--- src/rtl/mips_pkg.sv ---
// Shared types and default widths for the unified memory-port arbiter.
package mips_pkg;

  localparam int ARB_ADDR_W     = 32;
  localparam int ARB_DATA_W     = 32;
  localparam int ARB_MAX_D_WINS = 4;

  typedef enum logic [1:0] {
    IDLE   = 2'd0,
    BUSY_I = 2'd1,
    BUSY_D = 2'd2,
    RESP   = 2'd3
  } arb_state_e;

  typedef enum logic {
    SRC_I = 1'b0,
    SRC_D = 1'b1
  } arb_src_e;

endpackage

--- src/rtl/mem_port_arbiter.sv ---
// Arbitrates one variable-latency memory port between fetch (I) and data (D).
// Optional starvation guard for I is enabled by defining MEM_ARB_STARVE_GUARD_EN.
module mem_port_arbiter
  import mips_pkg::*;
#(
  parameter int ADDR_W     = ARB_ADDR_W,
  parameter int DATA_W     = ARB_DATA_W,
  parameter int MAX_D_WINS = ARB_MAX_D_WINS
) (
  input  logic              clk,
  input  logic              rst,
  input  logic              i_req,
  input  logic [ADDR_W-1:0] i_addr,
  input  logic              i_kill,
  output logic              i_done,
  output logic [DATA_W-1:0] i_rdata,
  input  logic              d_req,
  input  logic              d_we,
  input  logic [ADDR_W-1:0] d_addr,
  input  logic [DATA_W-1:0] d_wdata,
  output logic              d_done,
  output logic [DATA_W-1:0] d_rdata,
  output logic              mem_req,
  output logic              mem_we,
  output logic [ADDR_W-1:0] mem_addr,
  output logic [DATA_W-1:0] mem_wdata,
  input  logic              mem_ack,
  input  logic [DATA_W-1:0] mem_rdata
);

  if (MAX_D_WINS < 1) begin : g_bad_max_d_wins
    $error("MAX_D_WINS must be at least 1");
  end

  arb_state_e        state_q;
  logic              killed_q;
  logic              mem_req_q, mem_we_q, i_done_q, d_done_q;
  logic [ADDR_W-1:0] mem_addr_q;
  logic [DATA_W-1:0] mem_wdata_q, i_rdata_q, d_rdata_q;

  logic i_wait, grant_i, grant_d;

  assign i_wait = i_req & ~i_kill;

`ifdef MEM_ARB_STARVE_GUARD_EN
  localparam int CNT_W = $clog2(MAX_D_WINS + 1);
  logic [CNT_W-1:0] d_wins_q;
  logic             starve;

  assign starve  = (d_wins_q == CNT_W'(MAX_D_WINS));
  assign grant_i = i_wait & (~d_req | starve);

  // Counts back-to-back D wins over a waiting I; saturates at MAX_D_WINS.
  always_ff @(posedge clk) begin
    if (rst) begin
      d_wins_q <= '0;
    end else if (state_q == IDLE) begin
      if (grant_i) begin
        d_wins_q <= '0;
      end else if (grant_d) begin
        if (!i_wait)
          d_wins_q <= '0;
        else if (!starve)
          d_wins_q <= d_wins_q + 1'b1;
      end
    end
  end
`else
  assign grant_i = i_wait & ~d_req;
`endif

  assign grant_d = d_req & ~grant_i;

  always_ff @(posedge clk) begin
    if (rst) begin
      state_q     <= IDLE;
      killed_q    <= 1'b0;
      mem_req_q   <= 1'b0;
      mem_we_q    <= 1'b0;
      i_done_q    <= 1'b0;
      d_done_q    <= 1'b0;
      mem_addr_q  <= '0;
      mem_wdata_q <= '0;
      i_rdata_q   <= '0;
      d_rdata_q   <= '0;
    end else begin
      case (state_q)
        IDLE: begin
          if (grant_d) begin
            state_q     <= BUSY_D;
            mem_req_q   <= 1'b1;
            mem_we_q    <= d_we;
            mem_addr_q  <= d_addr;
            mem_wdata_q <= d_wdata;
          end else if (grant_i) begin
            state_q    <= BUSY_I;
            mem_req_q  <= 1'b1;
            mem_we_q   <= 1'b0;
            mem_addr_q <= i_addr;
          end
        end
        BUSY_I: begin
          if (i_kill)
            killed_q <= 1'b1;
          if (mem_ack) begin
            mem_req_q <= 1'b0;
            state_q   <= RESP;
            // A kill arriving with the ack still discards the fetch.
            if (!(killed_q || i_kill)) begin
              i_rdata_q <= mem_rdata;
              i_done_q  <= 1'b1;
            end
          end
        end
        BUSY_D: begin
          if (mem_ack) begin
            mem_req_q <= 1'b0;
            mem_we_q  <= 1'b0;
            state_q   <= RESP;
            d_done_q  <= 1'b1;
            if (!mem_we_q)
              d_rdata_q <= mem_rdata;
          end
        end
        RESP: begin
          i_done_q <= 1'b0;
          d_done_q <= 1'b0;
          killed_q <= 1'b0;
          state_q  <= IDLE;
        end
        default: state_q <= IDLE;
      endcase
    end
  end

  assign i_done    = i_done_q;
  assign i_rdata   = i_rdata_q;
  assign d_done    = d_done_q;
  assign d_rdata   = d_rdata_q;
  assign mem_req   = mem_req_q;
  assign mem_we    = mem_we_q;
  assign mem_addr  = mem_addr_q;
  assign mem_wdata = mem_wdata_q;

endmodule

--- config.mk ---
export PLATFORM = sky130hd
export DESIGN_NAME = mem_port_arbiter
export DESIGN_NICKNAME = d
export VERILOG_FILES = /design/src/rtl/mips_pkg.sv /design/src/rtl/mem_port_arbiter.sv
export SDC_FILE = /design/constraint.sdc
export NUM_CORES = 1
export LEC_CHECK = 0
export CAP_MARGIN = 25
export CORE_MARGIN = 2
export CORE_UTILIZATION = 40
export CTS_BUF_LIST = sky130_fd_sc_hd__clkbuf_4 sky130_fd_sc_hd__clkbuf_8
export CTS_CLUSTER_SIZE = 10
export DETAILED_ROUTE_END_ITERATION = 6
export GPL_ROUTABILITY_DRIVEN = 0
export PLACE_DENSITY_LB_ADDON = 0.15
export SLEW_MARGIN = 20
export SYNTH_ARGS = -nofsm -noshare
export SYNTH_HDL_FRONTEND = slang
export SYNTH_SLANG_ARGS = --single-unit
--- constraint.sdc ---
create_clock -name clk -period 3.1 [get_ports clk]
set_input_delay 0.775 -clock clk [delete_from_list [all_inputs] [get_ports clk]]
set_output_delay 0.775 -clock clk [all_outputs]
set_load 0.01 [all_outputs]
=== Yosys cells after proc, flatten, opt, wreduce, memory -nomap -nowiden ===
Index checks and enable logic that the tools add are counted.

* Register bits: 135
* Logic and storage cells: 65
* Memories kept: 0
* Bits in read-only memories: 0
* Bits in writable memories: 0
* Input bits: 135
* Latch bits: 0
* Output and inout port bits: 132

* Muxes and demuxes: 20
* Bitwise operators: 8
* $lt $le $gt $ge: 0
* Div/mod/pow operators: 0
* Add/sub/neg operators: 0
* Reduce and logical (&&, ||, !) cells: 18
* Shift-type cells: 0
* Equality and inequality tests: 9
* Multipliers: 0

{| class="wikitable"
|+ Operators with widths
! cell !! number
|-
| two-way mux 32 bit || 2
|-
| AND reduction 3 bit || 5
|-
| one-hot mux 1 bit (2 select lines) || 5
|-
| AND reduction 2 bit || 5
|-
| nonzero test 2 bit || 5
|-
| two-way mux 1 bit || 9
|-
| != test 2 bit (second input constant) || 4
|-
| two-way mux 2 bit || 3
|-
| one-hot mux 2 bit (3 select lines) || 1
|-
| NOT 1 bit || 5
|-
| == test 2 bit (second input constant) || 2
|-
| AND 1 bit || 3
|-
| != test 3 bit (second input constant) || 1
|-
| == test 2 x 1 -> 1 bit (second input constant) || 1
|-
| zero test 2 bit || 1
|-
| != test 2 x 1 -> 1 bit (second input constant) || 1
|-
| OR reduction 2 bit || 1
|-
| logical OR 1 bit || 1
|}

=== Longest topological paths before layout ===
* Word-level depth: 7
* Gate-level depth with buffers: 7
* Mapped depth without buffers: 5

=== Least setup slack after synthesis ===
Ideal clock, no wire load.

* Kind: input to register
* Start point: input i_req
* End point: register mem_addr_q[10], in the netlist mem_addr[10]
* Arrival: 1,603 ps
* Stages: 4
* Data required time: 2,979 ps
* Path slack: 1,376 ps
* Library setup time: 121 ps
* Buffers on the path: 1
* Cells stage by stage: nor2b_2 > o21ai_4 > buf_6 > mux2_2

* Longest elaborated chain between the ends: 6
* Elaborated cells on any way between the ends: 7
* Classes of those cells: mux: 1; bitwise: 4; reduce/logical: 2

{| class="wikitable"
|+ Ends and longest elaborated chain
! item !! RTL line !! source
|-
| from (decl) || mem_port_arbiter.sv:12 || <nowiki>input logic i_req,</nowiki>
|-
| AND 1 bit (*) || mem_port_arbiter.sv:43 || <nowiki>assign i_wait = i_req & ~i_kill;</nowiki>
|-
| AND 1 bit (*) || mem_port_arbiter.sv:69 || <nowiki>assign grant_i = i_wait & ~d_req;</nowiki>
|-
| NOT 1 bit || mem_port_arbiter.sv:72 || <nowiki>assign grant_d = d_req & ~grant_i;</nowiki>
|-
| AND 1 bit || mem_port_arbiter.sv:72 ||
|-
| nonzero test 2 bit (no source line) || n/a ||
|-
| AND reduction 2 bit (no source line) || n/a ||
|-
| to (signal assigned) || mem_port_arbiter.sv:93 || <nowiki>mem_addr_q <= d_addr;</nowiki>
|-
| to (signal assigned) || mem_port_arbiter.sv:99 || <nowiki>mem_addr_q <= i_addr;</nowiki>
|-
| to (decl) || mem_port_arbiter.sv:38 || <nowiki>logic [ADDR_W-1:0] mem_addr_q;</nowiki>
|}

Every way passes the cells marked *; elsewhere a longest branch is shown, timed or not.
A chain may end at the register's enable or synchronous reset.

=== Worst setup path in the final report ===
* Start point: register mem_we_q, in the netlist mem_we
* End point: output mem_we

{| class="wikitable"
|+ RTL lines
! item !! RTL line !! source
|-
| from (decl) || mem_port_arbiter.sv:37 || <nowiki>logic mem_req_q, mem_we_q, i_done_q, d_done_q;</nowiki>
|-
| from (signal assigned) || mem_port_arbiter.sv:92 || <nowiki>mem_we_q <= d_we;</nowiki>
|-
| to (decl) || mem_port_arbiter.sv:24 || <nowiki>output logic mem_we,</nowiki>
|}

No word-level cell between the ends.

==> flow_summary.toml <==
[synthesis]
synth_top_family_by_area = "simple AND/OR/NAND/NOR gates"
ys_ff_latch = 135
synth_top_area_share_pct = 47.8
synth_fa_ha_area_share_pct = 1.33
async_reset_ff_share_pct = 0
syn-cell-area_um2 = 5660
synthTopCellsByCount = "nand2_1, dfxtp_1, a21oi_1"
yosys.area_share.simple_pct = 21.5
synth.largest_area_cell = "dfxtp_1"
synth.mux.area_fraction_pct = 12.6
synth-edff-count = 0
yosysMostFrequentCell = "nand2_1"
syn_nets = 791
synth_top_flop_cell = "dfxtp_1"
synthTopCellsByArea = "dfxtp_1, nand2_1, a21oi_1"
avgSynthCellArea_um2 = 8.71
yosysSeqAreaShare_pct = 47.8
yosysUniqueCellTypes = 33
synth-xor-area-share_pct = 0
netlist_instances = 650
yosys_warnings = 0
synth_compound_area_share_pct = 10.5

[drt]
viasPerCell = 4.80
final_antenna_net_count = 0
wirelength_um = 15700
vias = 5236
drc = 0
dr.pass1.iters = 4
drt_iter0_drc = 263
post_drt_wl_per_cell_um = 14.4

[worst_setup_path]
path_class = "reg -> out"
cp_max_fo = 4
startpoint_type = "flop"
cp_top_family = "buffers and inverters"
cpPeakStageDelay_ns = 0.59
end_kind = "primary output"
cp.buffers_inverters = 1
cp.arrival_ns = 1.42
critPathSlowestCell = "clkdlybuf4s50_1"
cp_cell_sequence = "clkdlybuf4s50_1"
required_ns = 2.32

[clock_tree]
clk_path_buf_depth = 2
cts_inserted_buffers = 17
ctsHoldBuffers = 0
postCtsSetupBuffers = 0
clock-sinks = 135
clk-insertion-delay-late_ns = 0.44
htree_levels = 4
cts-root-buf = "clkbuf_8"
cts_resized = 0
tritoncts = "done"
clk_pin_slew_worst_paths_ns = 0.07

[timing]
setup_viol = 0
period_needed_ns = 2.20
skew_ns = 0.00880
max_freq_mhz = 455
drv_slew = 0
finalHoldViolations = 0
worst_pin_slew_ns = 0.681
rsz0062_at_grt = "false"
post-route-period-util_pct = 70.9
max_slew_margin_pct = 54.6
fin_setup_tns_ns = 0

[floorplanning]
fp-row-count = 43
die_h_um = 123
coreArea_um2 = 13800
floorplan.initialDensity_pct = 40.9
io-pin-count = 267
dieArea_um2 = 15100
dieWidth_um = 123

[layout]
stdcell_area_um2 = 8690
fin_nets = 1039
drive_gt1_share_pct = 9.12
num_antenna_cells = 0
syn2layout_area_growth_pct = 53.5
fin_cells = 1090

[pwr]
p_leak_nw = 3.31
ir_drop_mv = 0.287
pwr_density_cell_nw_per_um2 = 668

[placed_design]
dp.cells = 1058
portBuffers = 266
detailed_place_hpwl_um = 11200
place_area_um2 = 8280

[grt]
grt_pass1_wl_um = 23700
antenna_found_initial = 0
grt_max_degree = 75
track_usage_pct = 20.2
grt_overflow = 0
grt_pass1_vias = 4971

[hold_path]
hold_class = "reg -> reg"

[outcome]
status = "finished clean"

[flow_run]
max_cap_viol_count = 0
layout make-up:
class	count	area, um2
clock buffer	22	290
multi-input combinational	462	2590
fill	1177	5140
clock inverter	9	100
timing repair buffer	277	2760
inverter	5	18.8
tap	180	225
sequential	135	2700
worst register-to-register path, cell delays in order, from the launching register on:
cell and delay [ns]:
dfxtp_1 0.39, inv_1 0.12, ha_1 0.31, nand2_1 0.46, buf_8 0.24, nand2_1 0.07
a21oi_1 0.14
kinds of logic after synthesis:
| group | after synthesis |
|---|---|
| AND/OR/NAND/NOR | 279 |
| flip-flops | 135 |
| AO/OA/AOI/OAI | 110 |
| multiplexers | 67 |
| buffers and inverters | 53 |
| adder cells (fa/ha/maj) | 6 |
sequential cells by signal (all words and copies together) (netlist names):
signal and flops:
mem_we 1, mem_wdata 32, i_done 1, killed_q 1, d_done 1, state_q 2
mem_addr 32, mem_req 1, i_rdata 32, d_rdata 32
routing by layer:
metal | share of wire (%) | vias to the layer above | global-route usage (%)
met1 | 40 | 2404 | 22.6
met2 | 49 | 192 | 34.5
met3 | 8.8 | 26 | 7.52
met4 | 2.3 | 0 | 8.33
met5 | 0 | - | 0
li1 | - | 2614 | -
cell usage in the layout, fill, tap and decap left out, drive strengths merged, types with 6 or more instances in the layout:
cell,Yosys,layout
dfxtp,135,135
clkdlybuf4s50,0,264
ha,6,6
mux2,34,34
mux2i,33,33
nand2,194,194
and2b,16,16
nand2b,6,6
buf,37,13
nor2,35,35
a21oi,101,101
clkbuf,11,22
nor2b,20,20
through the flow:
| stage | total power [mW] | utilization (%) | setup WS (ns) | hold slack (ns) |
|---|---|---|---|---|
| after floorplan | 3.48 | - | 1.38 | 0.466 |
| after global placement | 4.36 | 59.9 | 0.642 | 0.442 |
| after detailed placement | 4.41 | 59.9 | 0.583 | 0.445 |
| after CTS | 5.86 | 62.7 | 0.869 | 0.455 |
| after global routing | 6.16 | 62.8 | 0.833 | 0.470 |
| final | 5.81 | 62.8 | 0.903 | 0.453 |
power by group:
group	switching (mW)	total, mW	internal [mW]
sequential	0.166	2.22	2.06
clock	0.643	1.43	0.784
combinational	1.01	2.16	1.15
worst paths after layout:
path / startpoint / slack (ns) / to / cells past startpoint
min: mem_wdata[3] / 0.45 / mem_wdata[3] / 2
max reg2reg: state_q[0] / 1.30 / mem_wdata[30] / 6
max: mem_we / 0.90 / mem_we / 1
min reg2reg: mem_wdata[3] / 0.45 / mem_wdata[3] / 2
(Power assumes the default switching activity.)
